## config.mk

```make
export PLATFORM = sky130hd
export DESIGN_NAME = mem_view_ctrl
export DESIGN_NICKNAME = d
export VERILOG_FILES = /design/src/rtl/mem_view_ctrl.sv
export SDC_FILE = /design/constraint.sdc
export NUM_CORES = 1
export LEC_CHECK = 0
export CAP_MARGIN = 20
export CELL_PAD_IN_SITES_DETAIL_PLACEMENT = 0
export CELL_PAD_IN_SITES_GLOBAL_PLACEMENT = 1
export CORE_ASPECT_RATIO = 1.5
export CORE_MARGIN = 2
export CORE_UTILIZATION = 47
export DETAILED_ROUTE_END_ITERATION = 6
export GPL_ROUTABILITY_DRIVEN = 0
export PLACE_DENSITY = 0.93
export SYNTH_ARGS = -nofsm -noshare
export SYNTH_HDL_FRONTEND = slang
export SYNTH_SLANG_ARGS = --single-unit
```

## constraint.sdc

```tcl
create_clock -name clk -period 3.21 [get_ports clk]
set_input_delay 0.321 -clock clk [delete_from_list [all_inputs] [get_ports clk]]
set_output_delay 0.321 -clock clk [all_outputs]
set_load 0.05 [all_outputs]
```

## src/rtl/mem_view_ctrl.sv

```systemverilog
// mem_view_ctrl: button-driven memory inspector feeding the dual hex display.
// Debounces up/down/load buttons into a 16-bit inspection address, reads the
// word at that address over a req/ack port (on change and on a periodic
// refresh, with a timeout), and presents registered address/data words.
module mem_view_ctrl #(
    parameter int DEBOUNCE_CYCLES = 1000000,
    parameter int REFRESH_CYCLES  = 5000000,
    parameter int TIMEOUT_CYCLES  = 255
) (
    input  logic        clk,
    input  logic        rst_n,
    input  logic        btn_up,
    input  logic        btn_down,
    input  logic        btn_load,
    input  logic [15:0] sw,
    output logic        rd_req,
    output logic [15:0] rd_addr,
    input  logic        rd_ack,
    input  logic [15:0] rd_data,
    output logic [15:0] disp_addr,
    output logic [15:0] disp_data,
    output logic        busy,
    output logic        timeout_err
);

    localparam int DB_W = $clog2(DEBOUNCE_CYCLES + 1);
    localparam int RF_W = $clog2(REFRESH_CYCLES + 1);
    localparam int TO_W = $clog2(TIMEOUT_CYCLES + 1);

    // Button bit positions inside the packed button vectors.
    localparam int B_UP   = 0;
    localparam int B_DOWN = 1;
    localparam int B_LOAD = 2;

    typedef enum logic {
        IDLE,
        REQ
    } state_t;

    state_t          state;
    logic [2:0]      btn_raw;
    logic [2:0]      sync1;
    logic [2:0]      sync2;
    logic [2:0]      deb;
    logic [2:0]      deb_q;
    logic [2:0]      press;
    logic [DB_W-1:0] db_cnt [3];
    logic [15:0]     cur_addr;
    logic [15:0]     next_addr;
    logic            addr_upd;
    logic [RF_W-1:0] refresh_cnt;
    logic            tick;
    logic [TO_W-1:0] to_cnt;
    logic            dirty;
    logic            launch;

    assign btn_raw = {btn_load, btn_down, btn_up};

    // Press pulse: one cycle on the rising edge of each debounced level.
    assign press = deb & ~deb_q;

    // Synchronize raw buttons and debounce each one with its own counter.
    // NOTE: state registers use non-blocking assignments so every flop samples
    // the pre-edge values; blocking here would chain sync1 into sync2 in one cycle.
    always_ff @(posedge clk) begin
        if (!rst_n) begin
            sync1 <= '0;
            sync2 <= '0;
            deb   <= '0;
            deb_q <= '0;
            for (int i = 0; i < 3; i++) db_cnt[i] <= '0;
        end else begin
            sync1 <= btn_raw;
            sync2 <= sync1;
            deb_q <= deb;
            for (int i = 0; i < 3; i++) begin
                if (sync2[i] == deb[i]) begin
                    db_cnt[i] <= '0;
                end else if (db_cnt[i] == DB_W'(DEBOUNCE_CYCLES - 1)) begin
                    deb[i]    <= sync2[i];
                    db_cnt[i] <= '0;
                end else begin
                    db_cnt[i] <= db_cnt[i] + DB_W'(1);
                end
            end
        end
    end

    // Next inspection address: load beats up/down; up and down together cancel.
    // NOTE: defaults first so every path assigns both outputs and no latch is inferred.
    always_comb begin
        next_addr = cur_addr;
        addr_upd  = 1'b0;
        if (press[B_LOAD]) begin
            next_addr = sw;
            addr_upd  = 1'b1;
        end else if (press[B_UP] ^ press[B_DOWN]) begin
            next_addr = press[B_UP] ? cur_addr + 16'd1 : cur_addr - 16'd1;
            addr_upd  = 1'b1;
        end
    end

    // Register the inspection address and its displayed copy.
    always_ff @(posedge clk) begin
        if (!rst_n) begin
            cur_addr  <= '0;
            disp_addr <= '0;
        end else begin
            cur_addr  <= next_addr;
            disp_addr <= next_addr;
        end
    end

    // Free-running refresh timer; tick marks its last count.
    always_ff @(posedge clk) begin
        if (!rst_n)
            refresh_cnt <= '0;
        else if (tick)
            refresh_cnt <= '0;
        else
            refresh_cnt <= refresh_cnt + RF_W'(1);
    end

    assign tick   = (refresh_cnt == RF_W'(REFRESH_CYCLES - 1));
    assign launch = (state == IDLE) && (dirty || tick);

    // Read FSM: issue reads when dirty or on refresh, accept/timeout in REQ.
    always_ff @(posedge clk) begin
        if (!rst_n) begin
            state       <= IDLE;
            rd_req      <= 1'b0;
            rd_addr     <= '0;
            busy        <= 1'b0;
            timeout_err <= 1'b0;
            disp_data   <= '0;
            dirty       <= 1'b1;
            to_cnt      <= '0;
        end else begin
            // A fresh address change always wins over the clear at launch.
            if (addr_upd)
                dirty <= 1'b1;
            else if (launch)
                dirty <= 1'b0;

            unique case (state)
                IDLE: begin
                    if (dirty || tick) begin
                        rd_addr <= cur_addr;
                        rd_req  <= 1'b1;
                        busy    <= 1'b1;
                        to_cnt  <= '0;
                        state   <= REQ;
                    end
                end
                REQ: begin
                    if (rd_ack) begin
                        rd_req      <= 1'b0;
                        busy        <= 1'b0;
                        timeout_err <= 1'b0;
                        // Data for an address the user already left is stale;
                        // dirty is set, so a fresh read follows.
                        if (rd_addr == cur_addr)
                            disp_data <= rd_data;
                        state <= IDLE;
                    end else if (to_cnt == TO_W'(TIMEOUT_CYCLES - 1)) begin
                        rd_req      <= 1'b0;
                        busy        <= 1'b0;
                        timeout_err <= 1'b1;
                        state       <= IDLE;
                    end else begin
                        to_cnt <= to_cnt + TO_W'(1);
                    end
                end
                default: state <= IDLE;
            endcase
        end
    end

endmodule
```

==> results of run 1 <==
## placed cells by master (no fill, tap or decap), types with 29 or more instances in the layout
cell type        count
xor2_1              45
dfxtp_1             95
nand2_1             54
mux2i_1             35
nand3_1             48
a21oi_1             29
nor2_1             159
conb_1              60
edfxtp_1            60
clkdlybuf4s50_1     88
xnor2_1             56
## power groups by stage
stage,sequential (W),combinational [W],clock (W)
floorplan,0.00221,0.000147,0
global placement,0.00218,0.000279,0
finish,0.00214,0.000283,0.00184
CTS,0.00214,0.000283,0.00188
detailed placement,0.00219,0.000281,0
global route,0.00215,0.000308,0.00196
## cell type report
type	instances	area, µm²	area share [%]
Multi-Input combinational cell	691	4140	42.8
Sequential cell	155	3700	38.2
Timing Repair Buffer	100	971	10.0
Clock buffer	26	505	5.22
Tap cell	206	258	2.66
Inverter	17	63.8	0.659
Clock inverter	5	37.5	0.388
## metrics by stage
step	worst slack (ns)	std cells	hold slack (ns)	cell area [µm²]
3_3_place_gp	0.734	1169	0.421	9140
3_5_place_dp	0.657	1169	0.428	9140
2_1_floorplan	0.872	890	0.412	8040
4_1_cts	0.610	1200	0.448	9680
5_1_grt	0.373	1200	0.451	9680
6_report	0.614	1200	0.439	9680
## critical path: stages, from the launching register on
cell and delay (ns):
dfxtp_1 0.34, nand2b_1 0.49, inv_2 0.13, fa_1 0.42, nor2b_1 0.23, o31a_1 0.21, o21ai_1 0.16, o21ai_0 0.25
a21oi_1 0.10, nand4b_1 0.16
## registers in the layout (all words and copies together), names as in the netlist, 8 cells and up
register     flops
db_cnt          60
refresh_cnt     23
cur_addr        16
disp_data       16
rd_addr         16
to_cnt           8
## cells by family (layout without fill, tap and decap cells)
logic type	after synthesis	after routing
flip-flops	155	155
buffers and inverters	44	148
XOR/XNOR	101	101
AND/OR/NAND/NOR	373	373
multiplexers	35	35
adder cells (fa/ha/maj)	22	22
AO/OA/AOI/OAI	100	100
other	1	60
## per-layer routing
metal  up-vias  GRT usage, %  wire length (µm)
met5         -             0                 0
li1       3135             -                 -
met4         0          7.36               292
met2       129          34.6              8640
met1      2898          24.1              7230
met3        22          3.53               710
## final timing paths
| path | startpoint | endpoint | slack [ns] | depth (start not counted) |
|---|---|---|---|---|
| hold / removal | sync1[2] | sync2[2] | 0.44 | 1 |
| setup reg to reg | deb[0] | cur_addr[14] | 0.61 | 9 |
| setup / recovery | deb[0] | cur_addr[14] | 0.61 | 9 |
| hold reg to reg | sync1[2] | sync2[2] | 0.44 | 1 |
==> insert_results.sql, run 1 <==
INSERT INTO impl_metrics (metric_group, metric, value, unit) VALUES
('yosys', 'syn_area', '0.00782', 'mm²'),
('yosys', 'syn_area_per_cell', '9.41', 'µm²'),
('timing', 'hold_viol_final', '0', ''),
('yosys', 'async_flop_share', '0', '%'),
('timing', 'max-slew-margin-rel', '36.4', '%'),
('worst_setup_path', 'criticalPathCategory', 'reg2reg', ''),
('placed_design', 'buffer_ports.inserted', '88', ''),
('clocking', 'worst_setup_hold_path_clk_slew', '0.06', 'ns'),
('finish', 'layout.nets', '1042', ''),
('die', 'number_of_core_rows', '57', ''),
('yosys', 'post_synth_num_cell_types', '55', ''),
('yosys', 'synth.most_common_cell', 'nor2_1', ''),
('timing', 'finalMaxSlewViolations', '0', ''),
('global_route', 'track_usage', '19.8', '%'),
('clocking', 'clkSinkCount', '155', ''),
('finish', 'fillers', '1472', ''),
('clocking', 'htreeDepth', '4', ''),
('yosys', 'synthXorXnorAreaFrac', '11.3', '%'),
('power', 'post-layout-total-power', '0.00427', 'W'),
('die', 'fp.dieArea', '0.0177', 'mm²'),
('clocking', 'tritoncts', 'yes', ''),
('clocking', 'cts_inserted_buffers', '17', ''),
('timing', 'min_period', '2.60', 'ns'),
('worst_hold_path', 'min_path_type', 'reg2reg', ''),
('timing', 'timing.setup.tns', '0', 'ns'),
('yosys', 'synth_warnings', '0', ''),
('timing', 'fin_worst_skew', '0.0104', 'ns'),
('route', 'detail_route.wl_per_cell', '14.1', 'µm'),
('power', 'power.switching_fraction', '22.4', '%'),
('route', 'drt_pass1_iterations', '4', ''),
('yosys', 'synth_top_cell_area_share', '24.3', '%'),
('clocking', 'cts_resized', '0', ''),
('clocking', 'cts_max_path_buffers', '2', ''),
('route', 'drc_errors', '0', ''),
('finish', 'final_layout_size_suffix_gt1_share', '4.33', '%'),
('clocking', 'insertion_delay', '0.41', 'ns'),
('global_route', 'grt_antenna_before_repair', '0', ''),
('die', 'fp.coreArea', '0.0163', 'mm²'),
('route', 'antenna_left', '0', ''),
('yosys', 'synthSimpleGateAreaFrac', '22.8', '%'),
('power', 'p_leak', '3.59', 'nW'),
('power', 'max-vdd-ir-drop', '0.000331', 'V'),
('timing', 'fmaxAchievable', '385', 'MHz'),
('run_status', 'run_status', 'complete, no violations', ''),
('power', 'power.density', '441', 'mW/mm²'),
('die', 'die_h', '162', 'µm'),
('yosys', 'synth.ff_latch_count', '155', ''),
('worst_setup_path', 'crit_arrival', '2.89', 'ns'),
('yosys', 'synthesis.instances', '831', ''),
('yosys', 'portion_of_the_post_synthesis_area_used_by_sequential_elements', '47.4', '%'),
('yosys', 'synth.top_cells.by_count', '159 x nor2_1, 95 x dfxtp_1, 60 x edfxtp_1', ''),
('timing', 'final_setup_vio_count', '0', ''),
('yosys', 'yosys-top-cells-area', 'dfxtp_1 24%, edfxtp_1 23%, nor2_1 7.6%', ''),
('yosys', 'synth-edff-count', '60', ''),
('die', 'design.portCount', '89', ''),
('power', 'power.sequential.fraction', '50.3', '%'),
('route', 'routed-via-count', '6184', ''),
('run', 'max_cap_violations', '0', ''),
('die', 'chipWidth', '109', 'µm'),
('clocking', 'cts_hold_buf', '0', ''),
('route', 'first_iter_violations', '281', ''),
('yosys', 'synth.area.mux_share', '4.48', '%'),
('worst_setup_path', 'type_of_destination_of_the_critical_path', 'register', ''),
('power', 'p_sw', '0.000957', 'W'),
('worst_setup_path', 'crit_fanout', '15', ''),
('yosys', 'largest_family_of_logic_cells_by_synthesized_area', 'simple AND/OR/NAND/NOR gates', ''),
('power', 'internal_power', '0.00331', 'W'),
('timing', 'timing.final.crit_share', '80.9', '%'),
('timing', 'worstMarginPinSlew', '0.954', 'ns'),
('yosys', 'postSynth.topFlopCell', 'dfxtp_1', ''),
('timing', 'setup_repair_after_global_routing_missed_its_margin', 'false', '');
Note: power is estimated with default switching activity, not from simulation.
==> run 2: changes to the inputs <==
--- a/config.mk
+++ b/config.mk
@@ -10,10 +10,10 @@
 export CELL_PAD_IN_SITES_GLOBAL_PLACEMENT = 1
 export CORE_ASPECT_RATIO = 1.5
 export CORE_MARGIN = 2
-export CORE_UTILIZATION = 47
+export CORE_UTILIZATION = 44
 export DETAILED_ROUTE_END_ITERATION = 6
 export GPL_ROUTABILITY_DRIVEN = 0
-export PLACE_DENSITY = 0.93
+export PLACE_DENSITY = 0.89
 export SYNTH_ARGS = -nofsm -noshare
 export SYNTH_HDL_FRONTEND = slang
 export SYNTH_SLANG_ARGS = --single-unit
==> constraint.sdc (replaced) <==
create_clock -name clk -period 2.6 [get_ports clk]
set_input_delay 0.26 -clock clk [delete_from_list [all_inputs] [get_ports clk]]
set_output_delay 0.26 -clock clk [all_outputs]
set_load 0.05 [all_outputs]
==> run 2 against run 1 <==
Against the previous run:
- first-iteration DRC count shrank 18%
- non-clock buffer count up 4
- core utilization fell by 3.0 points
- maximum frequency rose by 11%
- count of clock-buffer cells in the layout fell by 6
- critical path depth is 1 lower
- global-route usage is 1.3 points lower
- sequential share of layout area shrank 0.52 points
- die area rose by 6.6%
- via count barely moved
- sequential power grew 24%
- routed wire length grew 1.3%
==> insert_results.sql, run 2 (synthesis gave the netlist of run 1 again) <==
INSERT INTO impl_metrics (metric_group, metric, value, unit) VALUES
('finish', 'layout_area_overhead', '25.6', '%'),
('power', 'p_leak', '3.66', 'nW'),
('clocking', 'postCtsSetupBuffers', '0', ''),
('power', 'power.density', '565', 'mW/mm²'),
('timing', 'timing.setup.tns', '0', 'ns'),
('placed_design', 'post-dp-hpwl', '12200', 'µm'),
('worst_setup_path', 'crit_arrival', '2.68', 'ns'),
('route', 'drc_errors', '0', ''),
('die', 'design.portCount', '89', ''),
('worst_hold_path', 'min_path_type', 'in2reg', ''),
('route', 'drt_pass1_iterations', '4', ''),
('worst_setup_path', 'critical_path.slowest_cell', 'dfxtp_1', ''),
('die', 'fp.dieArea', '0.0189', 'mm²'),
('route', 'detail_route.vias_per_cell', '5.10', ''),
('clocking', 'worst_setup_hold_path_clk_slew', '0.06', 'ns'),
('clocking', 'cts_max_path_buffers', '2', ''),
('clocking', 'cts_resized', '0', ''),
('worst_setup_path', 'criticalPathCategory', 'reg2reg', ''),
('finish', 'utilization_after_layout', '56.6', '%'),
('die', 'starting_density', '45.1', '%'),
('timing', 'finalMaxSlewViolations', '0', ''),
('finish', 'layout.nets', '1046', ''),
('worst_setup_path', 'timing.critical_path.from_type', 'register', ''),
('clocking', 'insertion_delay', '0.42', 'ns'),
('global_route', 'grt_antenna_before_repair', '0', ''),
('finish', 'final_layout_size_suffix_gt1_share', '5.51', '%'),
('die', 'die_h', '167', 'µm'),
('clocking', 'tritoncts', 'yes', ''),
('finish', 'antenna_cells', '0', ''),
('worst_setup_path', 'type_of_destination_of_the_critical_path', 'register', ''),
('global_route', 'first_global_vias', '6056', ''),
('placed_design', 'buffer_ports.inserted', '88', ''),
('power', 'max-vdd-ir-drop', '0.000402', 'V'),
('clocking', 'root_buffer', 'clkbuf_16', ''),
('timing', 'max-slew-margin-rel', '39.6', '%'),
('finish', 'largest_register_ffs', '60', ''),
('die', 'chipWidth', '113', 'µm'),
('run_status', 'run_status', 'complete, no violations', ''),
('route', 'routed-via-count', '6183', ''),
('timing', 'min_period', '2.33', 'ns'),
('route', 'routed_wirelength', '17100', 'µm'),
('clocking', 'cts_inserted_buffers', '17', ''),
('timing', 'fin_worst_skew', '0.0145', 'ns'),
('worst_setup_path', 'cp_data_required_time', '2.95', 'ns'),
('run', 'max_cap_violations', '0', ''),
('clocking', 'clkSinkCount', '155', ''),
('die', 'fp.coreArea', '0.0173', 'mm²'),
('finish', 'mostFrequentLayoutCell', 'nor2_1', ''),
('route', 'first_iter_violations', '231', ''),
('global_route', 'global_route_wire_length_before_repair', '28600', 'µm'),
('global_route', 'overflow', '0', ''),
('clocking', 'cts_hold_buf', '0', ''),
('timing', 'timing.final.crit_share', '89.6', '%'),
('timing', 'hold_viol_final', '0', ''),
('worst_setup_path', 'critical-path-top-delay-family', 'compound AO/OA/AOI/OAI gates', ''),
('route', 'antenna_left', '0', ''),
('timing', 'setup_repair_after_global_routing_missed_its_margin', 'false', ''),
('finish', 'top_register', 'db_cnt', ''),
('worst_setup_path', 'critPathBufInv', '0', ''),
('route', 'detail_route.wl_per_cell', '14.1', 'µm'),
('finish', 'mostFrequentLayoutCells', '159 x nor2_1, 95 x dfxtp_1, 88 x clkdlybuf4s50_1, 60 x edfxtp_1, 60 x conb_1', ''),
('worst_setup_path', 'crit_path_max_incr_delay', '0.40', 'ns'),
('timing', 'worstMarginPinSlew', '0.906', 'ns'),
('clocking', 'htreeDepth', '4', ''),
('timing', 'final_setup_vio_count', '0', ''),
('die', 'number_of_core_rows', '59', ''),
('finish', 'biggestRegsByFlops', 'db_cnt (60), refresh_cnt (23)', ''),
('timing', 'fmaxAchievable', '429', 'MHz'),
('worst_setup_path', 'crit_fanout', '12', ''),
('global_route', 'pin_count_of_the_biggest_net_entering_global_routing', '39', ''),
('global_route', 'track_usage', '18.5', '%'),
('worst_setup_path', 'crit_path_cell_trace', 'nand2b_2 > ha_1 > a211oi_1 > o211ai_1 > and3_1 > o311ai_1 > o21ai_1 > nor2_1', '');
-- run 2: changes by cell type in the layout (fill, tap and decap cells not counted), sizes merged --
cell / previous run / this run
inv: 17 / 26
clkbuf: 26 / 20
buf: 12 / 16
clkinv: 3 / 1
bufinv: 0 / 1
clkinvlp: 2 / 1
-- run 2: worst min-delay path, stage by stage --
cell	delay (ns)
clkdlybuf4s50_1	0.40
nand2_1	0.06
a21oi_1	0.05
-- run 2: through the flow --
step | hold WS, ns | power [W] | instance area, µm² | setup WS, ns | instances
global route | 0.388 | 0.00575 | 9820 | 0.0279 | 1212
floorplan | 0.360 | 0.00291 | 8040 | 0.262 | 890
finish | 0.396 | 0.00554 | 9820 | 0.269 | 1212
CTS | 0.379 | 0.00561 | 9810 | 0.125 | 1212
global placement | 0.417 | 0.00305 | 9200 | 0.201 | 1180
detailed placement | 0.423 | 0.00305 | 9200 | 0.115 | 1180
-- run 2: final timing paths --
kind	start	endpoint	slack (ns)	cells after the start
setup / recovery	deb[0]	cur_addr[7]	0.27	8
hold / removal	sw[1]	cur_addr[1]	0.40	3
setup reg to reg	deb[0]	cur_addr[7]	0.27	8
hold reg to reg	sync1[0]	sync2[0]	0.43	1
-- run 2: power by group --
group | switching [W] | total (W) | leakage (nW) | internal, W
sequential | 0.0000600 | 0.00265 | 1.39 | 0.00259
clock | 0.00106 | 0.00255 | 0.302 | 0.00148
combinational | 0.000193 | 0.000351 | 1.97 | 0.000158
total | 0.00131 | 0.00554 | 3.66 | 0.00423
-- run 2: cell type report --
type	instances	area (µm²)
Inverter	17	63.8
Tap cell	213	267
Clock buffer	20	489
Multi-Input combinational cell	691	4150
Clock inverter	12	120
Sequential cell	155	3700
Fill cell	1587	7530
Timing Repair Buffer	104	1030
-- run 2: layer usage --
layer | global-route usage, % | part of all wire [%] | up-vias
li1 | - | - | 3155
met1 | 22.1 | 43 | 2902
met2 | 32.7 | 51 | 108
met3 | 4.45 | 4.2 | 18
met4 | 6.04 | 1.7 | 0
met5 | 0 | 0 | -
==> run 3: changes to the inputs <==
--- a/config.mk
+++ b/config.mk
@@ -10,10 +10,11 @@
 export CELL_PAD_IN_SITES_GLOBAL_PLACEMENT = 1
 export CORE_ASPECT_RATIO = 1.5
 export CORE_MARGIN = 2
-export CORE_UTILIZATION = 44
+export CORE_UTILIZATION = 45
+export CTS_BUF_LIST = sky130_fd_sc_hd__clkbuf_2
 export DETAILED_ROUTE_END_ITERATION = 6
 export GPL_ROUTABILITY_DRIVEN = 0
-export PLACE_DENSITY = 0.89
+export PLACE_DENSITY = 0.9
 export SYNTH_ARGS = -nofsm -noshare
 export SYNTH_HDL_FRONTEND = slang
 export SYNTH_SLANG_ARGS = --single-unit
==> run 3 against run 2 <==
Against the previous run:
- maximum frequency fell by 3.2%
- non-clock buffer count rose by 3
- clock power fell by 40%
- flip-flop and latch count did not move
- setup slack got worse by 0.077 ns
- sequential power barely moved
- cell area fell by 3.2%
- die area fell by 2.2%
- clock skew rose by 0.046 ns
- core utilization fell by 1.4 points
- critical path type is now reg2out
==> insert_results.sql, run 3 (synthesis gave the netlist of run 1 again) <==
INSERT INTO impl_metrics (metric_group, metric, value, unit) VALUES
('worst_setup_path', 'r2r-start', 'deb[0]', ''),
('clocking', 'cts_resized', '0', ''),
('power', 'max-vdd-ir-drop', '0.000302', 'V'),
('die', 'fp.coreArea', '0.0172', 'mm²'),
('global_route', 'grt_antenna_before_repair', '1', ''),
('timing', 'setup_repair_after_global_routing_missed_its_margin', 'false', ''),
('worst_setup_path', 'critical_path_cell_count', '1', ''),
('worst_setup_path', 'criticalPathCategory', 'reg2out', ''),
('worst_hold_path', 'start_point_of_the_worst_hold_path', 'sw[1]', ''),
('timing', 'timing.setup.tns', '0', 'ns'),
('die', 'number_of_core_rows', '59', ''),
('clocking', 'worst_setup_hold_path_clk_slew', '0.23', 'ns'),
('die', 'fp.dieArea', '0.0185', 'mm²'),
('worst_hold_path', 'worst_hold_path.num_cells', '3', ''),
('route', 'drt_pass1_iterations', '4', ''),
('finish', 'top_register', 'db_cnt', ''),
('placed_design', 'cell_area_after_placement', '0.00921', 'mm²'),
('timing', 'max-slew-margin-rel', '38.5', '%'),
('finish', 'mostFrequentLayoutCell', 'nor2_1', ''),
('worst_setup_path', 'cp_data_required_time', '2.34', 'ns'),
('clocking', 'htreeDepth', '4', ''),
('clocking', 'insertion_delay', '0.73', 'ns'),
('clocking', 'root_buffer', 'clkbuf_2', ''),
('timing', 'min_period', '2.41', 'ns'),
('worst_setup_path', 'critical_path.slowest_cell', 'clkdlybuf4s50_1', ''),
('power', 'power.clock.fraction', '33.8', '%'),
('timing', 'fmaxAchievable', '415', 'MHz'),
('timing', 'final_setup_vio_count', '0', ''),
('route', 'drc_errors', '0', ''),
('timing', 'fin_worst_skew', '0.0608', 'ns'),
('route', 'routed_wirelength', '16800', 'µm'),
('finish', 'largest_register_ffs', '60', ''),
('placed_design', 'post-dp-hpwl', '12300', 'µm'),
('finish', 'final_area', '0.00950', 'mm²'),
('power', 'power.switching_fraction', '25.1', '%'),
('worst_setup_path', 'timing.critical_path.from_type', 'register', ''),
('worst_setup_path', 'crit_arrival', '2.15', 'ns'),
('power', 'power.sequential.fraction', '58.4', '%'),
('global_route', 'overflow', '0', ''),
('worst_setup_path', 'crit_path_cell_trace', 'clkdlybuf4s50_1', ''),
('die', 'starting_density', '45.4', '%'),
('worst_setup_path', 'type_of_destination_of_the_critical_path', 'primary output', ''),
('clocking', 'postCtsSetupBuffers', '0', ''),
('worst_setup_path', 'critPathBufInv', '1', ''),
('run_status', 'run_status', 'complete, no violations', ''),
('route', 'detail_route.vias_per_cell', '5.10', ''),
('worst_setup_path', 'crit_path_max_incr_delay', '0.87', 'ns'),
('global_route', 'first_global_vias', '5987', ''),
('route', 'antenna_left', '0', ''),
('power', 'power.density', '478', 'mW/mm²'),
('finish', 'mostFrequentLayoutCells', '159 x nor2_1, 95 x dfxtp_1, 88 x clkdlybuf4s50_1, 60 x edfxtp_1, 60 x conb_1', ''),
('finish', 'layout.nets', '1049', ''),
('die', 'die_h', '165', 'µm'),
('worst_setup_path', 'r2r_cells', '9', ''),
('timing', 'worstMarginPinSlew', '0.923', 'ns'),
('finish', 'layout_area_overhead', '21.5', '%'),
('worst_setup_path', 'critical-path-top-delay-family', 'buffers and inverters', ''),
('global_route', 'pin_count_of_the_biggest_net_entering_global_routing', '35', ''),
('die', 'design.portCount', '89', ''),
('finish', 'biggestRegsByFlops', 'db_cnt (60), refresh_cnt (23)', ''),
('power', 'p_sw', '0.00114', 'W'),
('placed_design', 'buffer_ports.inserted', '88', ''),
('worst_hold_path', 'min_path_type', 'in2reg', ''),
('finish', 'final_layout_size_suffix_gt1_share', '5.59', '%'),
('clocking', 'cts_hold_buf', '0', ''),
('finish', 'utilization_after_layout', '55.2', '%'),
('timing', 'timing.final.crit_share', '92.6', '%'),
('timing', 'fin_hold_ws', '0.109', 'ns'),
('timing', 'finalMaxSlewViolations', '0', ''),
('clocking', 'clkSinkCount', '155', ''),
('timing', 'hold_viol_final', '0', ''),
('die', 'chipWidth', '112', 'µm'),
('worst_setup_path', 'r2r_setup_slack', '0.26', 'ns'),
('power', 'p_comb_share', '7.8', '%'),
('worst_setup_path', 'rr_endpoint', 'cur_addr[14]', ''),
('power', 'post-layout-total-power', '0.00454', 'W'),
('global_route', 'track_usage', '18.7', '%'),
('clocking', 'cts_max_path_buffers', '2', ''),
('global_route', 'global_route_wire_length_before_repair', '28000', 'µm'),
('run', 'max_cap_violations', '0', ''),
('clocking', 'tritoncts', 'yes', ''),
('route', 'detail_route.wl_per_cell', '13.8', 'µm'),
('worst_hold_path', 'min_to', 'cur_addr[1]', ''),
('route', 'routed-via-count', '6197', ''),
('worst_setup_path', 'critical_path.startpoint', 'cur_addr[7]', ''),
('power', 'internal_power', '0.00340', 'W'),
('worst_setup_path', 'crit_fanout', '6', ''),
('power', 'p_leak', '3.54', 'nW'),
('route', 'first_iter_violations', '255', ''),
('clocking', 'cts_inserted_buffers', '17', '');
-- run 3: worst max path at each step --
stage	end	slack, ns
5_1_grt	disp_addr[7]	0.07
2_1_floorplan	cur_addr[14]	0.26
4_1_cts	disp_addr[7]	0.14
6_report	disp_addr[7]	0.19
3_5_place_dp	cur_addr[14]	0.27
3_3_place_gp	cur_addr[14]	0.35
-- run 3: power by group through the flow --
stage | Sequential [W] | Clock (W) | Combinational, W
after floorplan | 0.00273 | 0 | 0.000182
after global placement | 0.00270 | 0 | 0.000352
after detailed placement | 0.00270 | 0 | 0.000353
after CTS | 0.00265 | 0.00158 | 0.000356
after global routing | 0.00266 | 0.00167 | 0.000388
final | 0.00265 | 0.00153 | 0.000355
-- run 3: final cells by class --
| cell class | instances | area [µm²] |
|---|---|---|
| fill | 1614 | 7700 |
| inverter | 17 | 63.8 |
| multi-input combinational | 691 | 4140 |
| clock buffer | 19 | 95.1 |
| tap | 213 | 267 |
| sequential | 155 | 3700 |
| antenna | 1 | 2.50 |
| timing repair buffer | 107 | 1040 |
| clock inverter | 13 | 188 |
-- run 3: worst min-delay path, cell delays in order --
cell	delay, ns
clkdlybuf4s50_1	0.40
nand2_1	0.06
a21oi_1	0.05
-- run 3: metal layers --
layer / share of wire [%] / GRT usage [%] / vias to the layer above
met1: 43 / 21.9 / 2876
li1: - / - / 3163
met4: 2.4 / 7.58 / 0
met3: 4.1 / 4.38 / 27
met5: 0 / 0 / -
met2: 50 / 33.0 / 131
-- run 3: metrics by stage --
step | worst slack (ns) | std cells
global placement | 0.350 | 1183
CTS | 0.137 | 1215
floorplan | 0.262 | 890
detailed placement | 0.274 | 1183
global route | 0.0690 | 1216
finish | 0.193 | 1216
